$ cat config.mk
export PLATFORM = sky130hd
export DESIGN_NAME = clkdiv_sync_ctrl
export DESIGN_NICKNAME = d
export VERILOG_FILES = /design/src/rtl/clkdiv_sync_ctrl.sv
export SDC_FILE = /design/constraint.sdc
export NUM_CORES = 1
export LEC_CHECK = 0
export ABC_AREA = 1
export BUFFER_PORTS_ARGS = -buffer_cell sky130_fd_sc_hd__buf_2
export CAP_MARGIN = 20
export CELL_PAD_IN_SITES_DETAIL_PLACEMENT = 1
export CELL_PAD_IN_SITES_GLOBAL_PLACEMENT = 1
export CORE_ASPECT_RATIO = 1.4
export CORE_MARGIN = 2
export CORE_UTILIZATION = 37
export CTS_CLUSTER_SIZE = 24
export DETAILED_ROUTE_END_ITERATION = 10
export PLACE_DENSITY_LB_ADDON = 0.1
export SETUP_SLACK_MARGIN = 0.02
export SLEW_MARGIN = 40
export SYNTH_ARGS = -nofsm -noshare
export SYNTH_HDL_FRONTEND = slang
export SYNTH_SLANG_ARGS = --single-unit
$ cat constraint.sdc
create_clock -name CLKI -period 1.5 [get_ports CLKI]
set_input_delay 0.3 -clock CLKI [delete_from_list [all_inputs] [get_ports CLKI]]
set_output_delay 0.3 -clock CLKI [all_outputs]
set_load 0.01 [all_outputs]
$ cat src/rtl/clkdiv_sync_ctrl.sv
// clkdiv_sync_ctrl: timed reset/RELEASE sequencer for a CLKDIVB-style clock divider
// Ports:
//   CLKI        - controller clock, same net as the divider input clock
//   RST         - synchronous active-high reset
//   LOCK        - PLL lock, already synchronous to CLKI
//   RESYNC_REQ  - resync request level, held until RESYNC_ACK
//   RESYNC_ACK  - one-cycle pulse on the first RUN cycle of a requested resync
//   DIV_RST     - divider reset input
//   DIV_RELEASE - divider RELEASE input
//   READY       - divided clocks running and aligned
// Optional (CLKDIV_SYNC_CTRL_STATUS_EN defined):
//   RESYNC_CNT  - saturating count of RUN entries after the first one since reset
//   LOCK_LOST   - sticky flag, LOCK dropped outside IDLE since reset
module clkdiv_sync_ctrl #(
    parameter int RST_CYCLES = 4,
    parameter int REL_DELAY  = 8,
    parameter int CNT_W      = 8
) (
    input  logic       CLKI,
    input  logic       RST,
    input  logic       LOCK,
    input  logic       RESYNC_REQ,
    output logic       RESYNC_ACK,
    output logic       DIV_RST,
    output logic       DIV_RELEASE,
    output logic       READY
`ifdef CLKDIV_SYNC_CTRL_STATUS_EN
    ,
    output logic [7:0] RESYNC_CNT,
    output logic [0:0] LOCK_LOST
`endif
);
    if (RST_CYCLES < 1 || RST_CYCLES > (2 ** CNT_W) - 1) begin : g_bad_rst
        $error("clkdiv_sync_ctrl: RST_CYCLES out of range");
    end
    if (REL_DELAY < 1 || REL_DELAY > (2 ** CNT_W) - 1) begin : g_bad_rel
        $error("clkdiv_sync_ctrl: REL_DELAY out of range");
    end
    localparam logic [CNT_W-1:0] RST_LOAD = CNT_W'(RST_CYCLES - 1);
    localparam logic [CNT_W-1:0] REL_LOAD = CNT_W'(REL_DELAY - 1);
    typedef enum logic [1:0] {IDLE, HOLD, ARM, RUN} state_t;
    state_t           state_q, state_d;
    logic [CNT_W-1:0] timer_q, timer_d;
    logic             pending_q, pending_d, ack_d;
    always_comb begin
        state_d   = state_q;
        timer_d   = timer_q;
        pending_d = pending_q;
        ack_d     = 1'b0;
        // lock loss wins over timer expiry and resync requests; pending survives it
        if (state_q != IDLE && !LOCK) begin
            state_d = IDLE;
        end else begin
            case (state_q)
                HOLD: begin
                    state_d = timer_q == '0 ? ARM : HOLD;
                    timer_d = timer_q == '0 ? REL_LOAD : timer_q - 1'b1;
                end
                ARM: begin
                    if (timer_q == '0) begin
                        state_d   = RUN;
                        ack_d     = pending_q;
                        pending_d = 1'b0;
                    end else begin
                        timer_d = timer_q - 1'b1;
                    end
                end
                RUN: begin
                    // the ACK cycle ignores REQ so the requester has time to drop it
                    if (RESYNC_REQ && !RESYNC_ACK) begin
                        state_d   = HOLD;
                        timer_d   = RST_LOAD;
                        pending_d = 1'b1;
                    end
                end
                default: begin
                    if (LOCK) begin
                        state_d = HOLD;
                        timer_d = RST_LOAD;
                    end
                end
            endcase
        end
    end
    // outputs are registered from the next state so they match the state register exactly
    always_ff @(posedge CLKI) begin
        if (RST) begin
            state_q     <= IDLE;
            timer_q     <= '0;
            pending_q   <= 1'b0;
            RESYNC_ACK  <= 1'b0;
            DIV_RST     <= 1'b1;
            DIV_RELEASE <= 1'b0;
            READY       <= 1'b0;
        end else begin
            state_q     <= state_d;
            timer_q     <= timer_d;
            pending_q   <= pending_d;
            RESYNC_ACK  <= ack_d;
            DIV_RST     <= state_d == IDLE || state_d == HOLD;
            DIV_RELEASE <= state_d == RUN;
            READY       <= state_d == RUN;
        end
    end
`ifdef CLKDIV_SYNC_CTRL_STATUS_EN
    logic first_q;
    always_ff @(posedge CLKI) begin
        if (RST) begin
            RESYNC_CNT <= '0;
            LOCK_LOST  <= '0;
            first_q    <= 1'b0;
        end else begin
            if (state_q != IDLE && !LOCK) LOCK_LOST <= 1'b1;
            // the first RUN entry after reset is the power-up, not a resync
            if (state_d == RUN && state_q != RUN) begin
                first_q <= 1'b1;
                if (first_q && RESYNC_CNT != 8'hFF) RESYNC_CNT <= RESYNC_CNT + 8'd1;
            end
        end
    end
`endif
endmodule

==> metrics.csv <==
stage,metric,value,unit
setup_path,worstRegToRegCells,8,
die,die-height,63.2,um
yosys,synthCells,135,
yosys,synth_area,927,um^2
clock_tree,cts_htree_levels,1,
setup_path,worstPathRequired,1.73,ns
global_route,grt_pass1_wl,4080,um
final_layout,syn2layout_area_growth,25.9,%
yosys,avgSynthCellArea,6.87,um^2
sta,layout_setup_ws,0.0554,ns
clock_tree,cts_tree,built,
global_route,busiest_layer,met2,
yosys,synth-seq-cells,14,
die,dieWidth,46.3,um
worst_hold_path,whs_path_depth,2,
detailed_routing,drt_first_pass_iters,3,
sta,worst_slew_pin_slew,0.250,ns
clock_tree,clock-root-buffer,clkbuf_4,
global_route,use_met1,22.6,%
pwr,p_leak,0.531,nW
worst_hold_path,min_from,RST,
placement,gp_congestion,0.770,
sta,max-slew-margin-rel,83.3,%
job,drv_cap,0,
die,start_util,38.8,%
die,die_area,2930,um^2
detailed_routing,drc,0,
sta,fmax,692,MHz
setup_path,r2r_slack,0.06,ns
sta,finalHoldViolCount,0,
pwr,ir_drop,1.10,mV
sta,slew_violations,0,
setup_path,crit_top_cell,nand2_2,
yosys,synthesis.nets,146,
die,row_count,21,
global_route,grt.overflow.total,0,
detailed_routing,drt_iter0_drc,19,
setup_path,cp_cell_sequence,ha_2 -> nand2_2 -> nand2_2 -> nor2_4 -> nand2_8 -> o21ai_1 -> inv_1 -> nor2_1,
setup_path,crit_type,flip-flop to flip-flop,
sta,fin_crit,1.44,ns
clock_tree,cts.clk_slew.worst_paths,0.09,ns
final_layout,drive_above_1_share,33.1,%
final_layout,nets,163,
setup_path,startpoint_type,flip-flop,
detailed_routing,routed_wl,2450,um
yosys,synth-seq-area-share,30.2,%
detailed_routing,avgViaCountPerCell,4.84,
placement,place_ws,-0.0876,ns
sta,rsz0062_at_grt,true,
setup_path,crit_path_max_fanout,8,
sta,skew,0.00284,ns
setup_path,slowest_stage,dfxtp_2,
final_layout,num-fill-cells,316,
sta,setup_viol,0,
setup_path,cp-end-kind,flip-flop,
yosys,synth_cell_type_count,25,
setup_path,arrival,1.67,ns
worst_hold_path,hold_path_end,timer_q[5]$_SDFFE_PP0P_,
clock_tree,cts_buffers,3,
setup_path,worst_r2r_endpoint,timer_q[3]$_SDFFE_PP0P_,
yosys,yosysTopAreaCellShare,30.2,%
global_route,grt_pass1_vias,917,
setup_path,reg2reg_from,state_q[0]$_SDFF_PP0_,
global_route,grt_max_degree,9,
setup_path,slowest_delay,0.36,ns
global_route,antenna_found_initial,0,
clock_tree,hold_buffers,0,
detailed_routing,ant_nets,0,
yosys,yosys.area.top_type,dfxtp_1,
run_status,status,"complete, no violations",
die,num_io_pins,8,
sta,finalCritPeriodShare,96.3,%
placement,portBuffers,7,
global_route,use_met3,2.58,%
pwr,p_per_area,2520,nW/um^2
setup_path,crit_start,state_q[0]$_SDFF_PP0_,
final_layout,final_core_util,48.8,%
global_route,grt_usage,19.2,%
die,coreArea,2390,um^2
clock_tree,cts_buffer_depth,2,
yosys,synthTopCellsByArea,"dfxtp_1 (30%), nand2_1 (11%), ha_1 (9.4%)",
clock_tree,clock_sinks,14,
yosys,yosysWarnings,0,
sta,hold_slack,0.275,ns
final_layout,num_antenna_cells,0,
placement,dp_hpwl,1940,um
detailed_routing,via_count,896,
global_route,grt_util_met2,32.6,%
detailed_routing,wire_per_inst,13.2,um
clock_tree,insertion_delay,0.29,ns
worst_hold_path,min_path_type,input pin to flip-flop,
cells in the mapped netlist:
master	number
nand2_1	27
o211ai_1	1
nor3_1	2
xnor2_1	1
inv_1	19
dfxtp_1	14
nor2_2	3
xor2_1	1
o21ai_2	1
inv_4	1
clkbuf_1	1
nor2_8	1
o21ai_0	8
nand2_2	2
o21ai_1	3
nor2_1	21
nand4_1	2
nand2_4	2
nand3_1	7
nand2_8	1
a21oi_1	7
nor2_4	1
buf_4	1
clkinv_1	1
ha_1	7
state kept, by name, indices dropped and copies added (netlist names):
signal and count:
pending_q 1, READY 1, RESYNC_ACK 1, timer_q 8
state_q 2, DIV_RST 1
layer usage:
| metal | wire length (um) | vias to the layer above | share of wire (%) |
|---|---|---|---|
| met5 | 0 | - | 0 |
| met4 | 53 | 0 | 2.2 |
| met3 | 35 | 4 | 1.4 |
| met2 | 1370 | 6 | 56 |
| met1 | 994 | 433 | 41 |
| li1 | - | 453 | - |
kinds of logic (layout without fill, tap and decap cells):
logic type / count (synthesis) / after routing / synth area share (%)
AOI/OAI and AO/OA: 20 / 20 / 11.5
xor gates and xnor gates: 2 / 2 / 1.89
adders and majority gates: 7 / 7 / 9.45
buffers and inverters: 23 / 39 / 9.99
DFF: 14 / 14 / 30.2
and+or+nand+nor: 69 / 69 / 37.0
placed cells by master, fill, tap and decap left out:
cell type  count
nor2_8         1
o21ai_1        3
clkbuf_8       1
nand3_1        5
nor2_2         3
o211ai_1       1
o21ai_2        2
nor3_4         1
nand2_8        1
nand2_1       24
nand4_1        2
buf_4          7
nand3_2        1
ha_2           3
o21ai_0        7
xor2_1         1
ha_4           1
nand2_4        2
dfxtp_2        3
inv_4          2
dfxtp_1       11
nand3_4        1
nand2_2        5
inv_2          2
a21oi_1        6
inv_1         17
xnor2_1        1
ha_1           3
nor2_4         3
clkbuf_4       3
nor3_1         1
a21oi_2        1
buf_2          7
nor2_1        19
per-stage QoR:
step | instance area [um^2] | TNS [ns] | power [mW] | instances
floorplan | 932 | 0 | 1.86 | 135
global placement | 1040 | -0.0492 | 2.30 | 180
detailed placement | 1040 | -0.319 | 2.35 | 180
CTS | 1110 | 0 | 2.74 | 184
global route | 1170 | -0.0631 | 3.23 | 185
finish | 1170 | 0 | 2.94 | 185
critical path, delay by kind of cell, from the launching register on:
| kind | cells | cell delay, ns |
|---|---|---|
| compound gates | 1 | 0.16 |
| fa+ha+maj | 1 | 0.24 |
| buf+inv | 1 | 0.05 |
| flops | 1 | 0.36 |
| simple gates | 5 | 0.57 |
what timing repair did:
item | in CTS | in global routing
pin swaps | 1 | 3
endpoints found under the setup margin | 8 | 9
buffers inserted | 0 | 1
resized for setup | 8 | 17
how the worst max path moves through the flow:
stage	endpoint	slack, ns	depth (start not counted)
detailed placement	timer_q[4]$_SDFFE_PP0P_	-0.09	10
floorplan	timer_q[7]$_SDFFE_PP0P_	0.05	8
global placement	timer_q[4]$_SDFFE_PP0P_	-0.03	10
finish	timer_q[3]$_SDFFE_PP0P_	0.06	8
CTS	timer_q[3]$_SDFFE_PP0P_	0.04	8
global route	timer_q[7]$_SDFFE_PP0P_	-0.03	8
cell type report:
class | instances | area [um^2] | area share (%)
multi-input cells | 98 | 633 | 54.2
flip-flops and latches | 14 | 284 | 24.3
repair buffers | 14 | 87.6 | 7.50
inverters | 21 | 83.8 | 7.18
well taps | 34 | 42.5 | 3.64
clock buffers | 4 | 36.3 | 3.11
power by group:
group | total (mW) | internal, mW | switching, mW
Combinational | 2.07 | 0.822 | 1.25
Clock | 0.286 | 0.148 | 0.138
Sequential | 0.580 | 0.487 | 0.0930
(Power assumes the default switching activity.)
